[config.mk]
export PLATFORM = sky130hd
export DESIGN_NAME = sync_filter_flat
export DESIGN_NICKNAME = d
export VERILOG_FILES = /design/src/rtl/sync_filter_if.sv /design/src/rtl/sync_filter.sv /design/src/flat_wrapper.sv
export SDC_FILE = /design/constraint.sdc
export NUM_CORES = 1
export LEC_CHECK = 0
export CORE_AREA = 10 10 47 49
export CTS_CLUSTER_SIZE = 12
export DETAILED_ROUTE_END_ITERATION = 10
export DIE_AREA = 0 0 57 59
export SLEW_MARGIN = 20
export SYNTH_ARGS = -nofsm -noshare
export SYNTH_HDL_FRONTEND = slang
export SYNTH_SLANG_ARGS = --single-unit
[constraint.sdc]
create_clock -name clk -period 1.21 [get_ports clk]
set_clock_uncertainty 0.05 [all_clocks]
set_input_delay 0.3025 -clock clk [delete_from_list [all_inputs] [get_ports clk]]
set_output_delay 0.3025 -clock clk [all_outputs]
set_load 0.05 [all_outputs]
[src/rtl/sync_filter_if.sv]
// Pin-side bundle for sync_filter: raw inputs and sample strobe in,
// synchronised / filtered levels and edge pulses out.
interface sync_filter_if #(
  parameter int WIDTH = 1
);
  logic [WIDTH-1:0] async_in;
  logic             sample_en;
  logic [WIDTH-1:0] sync_out;
  logic [WIDTH-1:0] filt_out;
  logic [WIDTH-1:0] rise;
  logic [WIDTH-1:0] fall;

  // Driver of the raw pins and the strobe (pad ring / testbench)
  modport master (
    output async_in,
    output sample_en,
    input  sync_out,
    input  filt_out,
    input  rise,
    input  fall
  );

  // The conditioner itself
  modport slave (
    input  async_in,
    input  sample_en,
    output sync_out,
    output filt_out,
    output rise,
    output fall
  );
endinterface

[src/rtl/sync_filter.sv]
// Multi-bit input conditioner: STAGES-deep synchroniser per bit followed by a
// per-bit deglitch counter that only accepts a new level after FILTER_LEN
// consecutive strobed mismatches, plus registered rise/fall pulses that line
// up with the cycle in which filt_out shows the new level.
module sync_filter #(
  parameter int               WIDTH      = 1,
  parameter int               STAGES     = 2,
  parameter logic [WIDTH-1:0] RESET_VAL  = '1,
  parameter int               FILTER_LEN = 4
) (
  input  logic          clk,
  input  logic          n_rst,
  sync_filter_if.slave  bus
);

  localparam int CNT_W = $clog2(FILTER_LEN + 1);
  localparam logic [CNT_W-1:0] CNT_LAST = CNT_W'(FILTER_LEN - 1);
  localparam logic [CNT_W-1:0] CNT_ONE  = CNT_W'(1);
  localparam logic [CNT_W-1:0] CNT_ZERO = CNT_W'(0);

  logic [WIDTH-1:0] stg_q [STAGES];
  logic [WIDTH-1:0] stg_d [STAGES];
  logic [CNT_W-1:0] cnt_q [WIDTH];
  logic [CNT_W-1:0] cnt_d [WIDTH];
  logic [WIDTH-1:0] filt_q, filt_d;
  logic [WIDTH-1:0] rise_q, rise_d;
  logic [WIDTH-1:0] fall_q, fall_d;
  logic [WIDTH-1:0] sync_s;

  assign sync_s = stg_q[STAGES-1];

  // Synchroniser shift chain; runs every cycle, independent of sample_en
  always_comb begin
    stg_d[0] = bus.async_in;
    for (int k = 1; k < STAGES; k++) begin
      stg_d[k] = stg_q[k-1];
    end
  end

  // Per-bit deglitch: a match clears the partial count, a strobed mismatch
  // advances it, and the last strobed mismatch accepts the new level
  always_comb begin
    filt_d = filt_q;
    rise_d = '0;
    fall_d = '0;
    for (int i = 0; i < WIDTH; i++) begin
      cnt_d[i] = cnt_q[i];
      if (sync_s[i] == filt_q[i]) begin
        cnt_d[i] = CNT_ZERO;
      end else if (!bus.sample_en) begin
        cnt_d[i] = cnt_q[i];
      end else if (cnt_q[i] == CNT_LAST) begin
        cnt_d[i]  = CNT_ZERO;
        filt_d[i] = sync_s[i];
        rise_d[i] = sync_s[i];
        fall_d[i] = ~sync_s[i];
      end else begin
        cnt_d[i] = cnt_q[i] + CNT_ONE;
      end
    end
  end

  // State registers; reset forces the idle level with no pending count or pulse
  always_ff @(posedge clk or negedge n_rst) begin
    if (!n_rst) begin
      for (int k = 0; k < STAGES; k++) begin
        stg_q[k] <= RESET_VAL;
      end
      for (int i = 0; i < WIDTH; i++) begin
        cnt_q[i] <= CNT_ZERO;
      end
      filt_q <= RESET_VAL;
      rise_q <= '0;
      fall_q <= '0;
    end else begin
      for (int k = 0; k < STAGES; k++) begin
        stg_q[k] <= stg_d[k];
      end
      for (int i = 0; i < WIDTH; i++) begin
        cnt_q[i] <= cnt_d[i];
      end
      filt_q <= filt_d;
      rise_q <= rise_d;
      fall_q <= fall_d;
    end
  end

  assign bus.sync_out = sync_s;
  assign bus.filt_out = filt_q;
  assign bus.rise     = rise_q;
  assign bus.fall     = fall_q;

endmodule

[src/flat_wrapper.sv]
// flat-port wrapper written by rule: the top's interface ports become plain ports
module sync_filter_flat 
#(
  parameter int               WIDTH      = 1,
  parameter int               STAGES     = 2,
  parameter logic [WIDTH-1:0] RESET_VAL  = '1,
  parameter int               FILTER_LEN = 4
)
  (clk, n_rst, bus_async_in, bus_sample_en, bus_sync_out, bus_filt_out, bus_rise, bus_fall);
  sync_filter_if #(.WIDTH(WIDTH)) bus_i ();
  input  logic clk;
  input  logic n_rst;
  input wire logic [$bits(bus_i.async_in)-1:0] bus_async_in;
  input wire logic [$bits(bus_i.sample_en)-1:0] bus_sample_en;
  output wire logic [$bits(bus_i.sync_out)-1:0] bus_sync_out;
  output wire logic [$bits(bus_i.filt_out)-1:0] bus_filt_out;
  output wire logic [$bits(bus_i.rise)-1:0] bus_rise;
  output wire logic [$bits(bus_i.fall)-1:0] bus_fall;
  assign bus_i.async_in = bus_async_in;
  assign bus_i.sample_en = bus_sample_en;
  assign bus_sync_out = bus_i.sync_out;
  assign bus_filt_out = bus_i.filt_out;
  assign bus_rise = bus_i.rise;
  assign bus_fall = bus_i.fall;
  sync_filter #(.WIDTH(WIDTH), .STAGES(STAGES), .RESET_VAL(RESET_VAL), .FILTER_LEN(FILTER_LEN)) u_core (.clk(clk), .n_rst(n_rst), .bus(bus_i));
endmodule
==> out/summary.txt <==
GLOBAL ROUTE
--------------------------------------------------------------------------------------
Wire length of the first global-routing pass ............................      1190 µm
Global-route usage over all layers ......................................        4.90%
GRT Max-Usage Layer .....................................................         met2
Number of antenna violations at the first check in global routing .......            0
Pin count of the biggest net entering global routing ....................            9
Number of global-route vias before repair ...............................          269
Met2 global-route usage .................................................        6.36%
Global Route met1 Usage .................................................        4.44%
GRT met3 Usage ..........................................................        3.65%
Grt total ovfl ..........................................................            0

FINISH
--------------------------------------------------------------------------------------
Utilization of the core after routing ...................................        38.5%
Area growth from synthesis to layout ....................................        67.7%
Most common library cell in the layout ignoring fill and taps ........... sky130_fd_sc_hd__dfrtp_1
Count of inserted antenna diode cells ...................................            0
Commonest cells after routing, fill and taps aside ...................... sky130_fd_sc_hd__dfrtp_1, sky130_fd_sc_hd__buf_12, sky130_fd_sc_hd__buf_4
Fraction of layout instances using a drive strength above 1 .............        56.4%
Filler Cell Count .......................................................          147
Final net count .........................................................           45

STA
--------------------------------------------------------------------------------------
Final TNS setup .........................................................      -170 ps
Final-report hold violation count .......................................            0
RSZ-0062 raised after global routing ....................................          yes
Achievable clock frequency ..............................................    0.771 GHz
Fraction of the cycle the final worst path needs ........................         107%
Minimum hold slack ......................................................       261 ps
Final count of pins violating max slew ..................................            0
Crit path time final ....................................................      1300 ps
Pin slew with the least headroom to its limit ...........................       341 ps
Setup Viol. Count Final .................................................            2
Worst rel slew slack ....................................................        77.2%
Setup ws final ..........................................................     -87.7 ps

RUN STATUS
--------------------------------------------------------------------------------------
Status .................................................................. complete, but fails checks
Violated checks ......................................................... negative setup slack

FLOORPLAN
--------------------------------------------------------------------------------------
Row count ...............................................................           14
Die Width ...............................................................        57 µm
Floorplan core area .....................................................     1400 µm²
I/O pin count ...........................................................            8
Die ar. .................................................................     3360 µm²
Die height ..............................................................        59 µm
Initial Utilization .....................................................        22.9%

LOGIC SYNTHESIS
--------------------------------------------------------------------------------------
Number of distinct library cells after synthesis ........................           16
Mapped Cells ............................................................           23
Syn Area/Cell ...........................................................     14.0 µm²
Synth area leader ....................................................... sky130_fd_sc_hd__dfrtp_1
Fraction of synthesized cell area taken by the top area cell type .......        38.9%
Area of the mapped netlist ..............................................      322 µm²
Main area contributors after synthesis .................................. sky130_fd_sc_hd__dfrtp_1, sky130_fd_sc_hd__dfstp_2, sky130_fd_sc_hd__nor4b_2, sky130_fd_sc_hd__ha_1, sky130_fd_sc_hd__mux2_1
Count of warnings emitted by yosys ......................................            0
Share of the yosys chip area belonging to registers .....................        63.4%
Synthesized Nets ........................................................           28
Flop and latch count out of synthesis ...................................            8

DRT
--------------------------------------------------------------------------------------
DRC violation total after the first TritonRoute iteration ...............            1
Total via count after detailed routing ..................................          235
Antenna Nets Post-Route .................................................            0
Drt pass-1 iters ........................................................            4
Post-DR vias/cell .......................................................         4.27
Post-route DRC ..........................................................            0
DRT Wirelength ..........................................................       742 µm
Post-DR wirelength/cell .................................................      13.5 µm

CRITICAL PATH
--------------------------------------------------------------------------------------
Crit path max fanout ....................................................            2
Cell Chain, Critical Path ...............................................       buf_12
Type of the setup path with the least slack ............................. flip-flop to primary output
Worst path slowest cell ................................................. sky130_fd_sc_hd__dfstp_2
Startpoint kind of the worst setup timing path ..........................    flip-flop
Type of element capturing the critical path ............................. primary output
Required time reported for the critical path endpoint ...................       860 ps
Arrival time at the worst endpoint ......................................       950 ps
Worst path max stage delay ..............................................       560 ps
Worst R2R Path Depth ....................................................            4
Instance count on the critical path .....................................            1
Largest delay contributor family on the critical path ...................   flip-flops
Crit path buf inv count .................................................            1

CLOCK NETWORK
--------------------------------------------------------------------------------------
Clock-pin slew of the registers on the worst-case setup and hold paths ..        60 ps
Clock Latency Late Sink .................................................       260 ps
Sink Count ..............................................................            8
Post-CTS Hold Buffers ...................................................            0
Number of buffers created by CTS ........................................            3
TritonCTS clock tree ....................................................          yes
# H-tree levels .........................................................            1
Maximum buffer depth of the clock tree ..................................            2
Cell at the root of the clock tree ...................................... sky130_fd_sc_hd__clkbuf_4

PLACEMENT
--------------------------------------------------------------------------------------
Weighted congestion reported at the end of routability-driven placement .        0.613
IO Port Bufs ............................................................            7
Sum of net half-perimeters after detailed placement .....................       519 µm

JOB
--------------------------------------------------------------------------------------
Number of max-cap violations ............................................            0

POWER
--------------------------------------------------------------------------------------
IR drop worst, VDD ......................................................      1.07 mV
Static leakage ..........................................................  0.000231 µW
Total power per unit cell area ..........................................  1860 nW/µm²

HOLD PATH
--------------------------------------------------------------------------------------
Hold crit path type ..................................................... primary input to async pin

-- where the power goes --
| part | switching [µW] | internal [µW] |
|---|---|---|
| Combinational | 184 | 222 |
| Clock | 94.9 | 126 |
| Sequential | 42.3 | 334 |
| Total | 322 | 682 |
-- Yosys cell counts --
library cell               instances
sky130_fd_sc_hd__mux2_1            1
sky130_fd_sc_hd__nand2b_1          1
sky130_fd_sc_hd__dfstp_2           3
sky130_fd_sc_hd__nand2_1           1
sky130_fd_sc_hd__nor4b_2           1
sky130_fd_sc_hd__nand3b_1          1
sky130_fd_sc_hd__dfrtp_1           5
sky130_fd_sc_hd__nand2_2           1
sky130_fd_sc_hd__mux2i_1           1
sky130_fd_sc_hd__ha_1              1
sky130_fd_sc_hd__nand2b_2          1
sky130_fd_sc_hd__a21oi_1           1
sky130_fd_sc_hd__nor2_2            1
sky130_fd_sc_hd__nor4b_1           1
sky130_fd_sc_hd__xnor2_1           1
sky130_fd_sc_hd__nor2_1            2
-- registers in the layout (all words and copies together), names as in the netlist --
register / flops
u_core.bus.fall: 1
u_core.stg_d: 1
u_core.bus.sync_out: 1
u_core.bus.filt_out: 1
u_core.bus.rise: 1
u_core.cnt_q: 3
-- repair_timing --
item / 4_1_cts / 5_1_grt
pin swaps: 0 / 1
gates resized for setup: 1 / 5
buffers inserted: 2 / 2
setup endpoints to repair: 5 / 5
hold endpoints to repair: 0 / 0
-- metal layers --
| layer | vias to the layer above | share of wire, % |
|---|---|---|
| li1 | 111 | - |
| met1 | 110 | 39 |
| met2 | 10 | 45 |
| met3 | 4 | 12 |
| met4 | 0 | 4.4 |
| met5 | - | 0 |
-- area by class of cell --
class                           instances  area (µm²)  area share (%)
Timing Repair Buffer                   12         150            27.8
Multi-Input combinational cell         15         139            25.8
Tap cell                               16        20.0            3.71
Clock buffer                            4        26.3            4.87
Sequential cell                         8         204            37.8
-- logic make-up after synthesis --
kind of cell	Yosys count	synth area share [%]
AO/OA/AOI/OAI	1	1.55
adder cells (fa/ha/maj)	1	3.89
AND/OR/NAND/NOR	10	21.8
flip-flops	8	63.4
multiplexers	2	6.61
XOR/XNOR	1	2.72
-- final timing paths --
check | slack [ps] | start | end
setup / recovery | -90 | u_core.bus.filt_out | bus_filt_out
hold / removal | 260 | n_rst | u_core.bus.fall
setup reg to reg | 30 | u_core.cnt_q[0] | u_core.bus.filt_out
hold reg to reg | 310 | u_core.stg_d[0] | u_core.bus.sync_out
max in group asynchronous | 550 | n_rst | u_core.stg_d[0]
min in group clk | 310 | u_core.stg_d[0] | u_core.bus.sync_out
-- stage by stage --
step                      cell area, µm²  setup WS [ps]  power, µW  std cells
after floorplan                      322           47.2        551         23
after global placement               459           -277        680         47
after detailed placement             459           -286        698         47
after CTS                            499           -100        955         53
after global routing                 539           -131       1060         55
final                                539          -87.7       1000         55
Note: power is estimated with default switching activity, not from simulation.
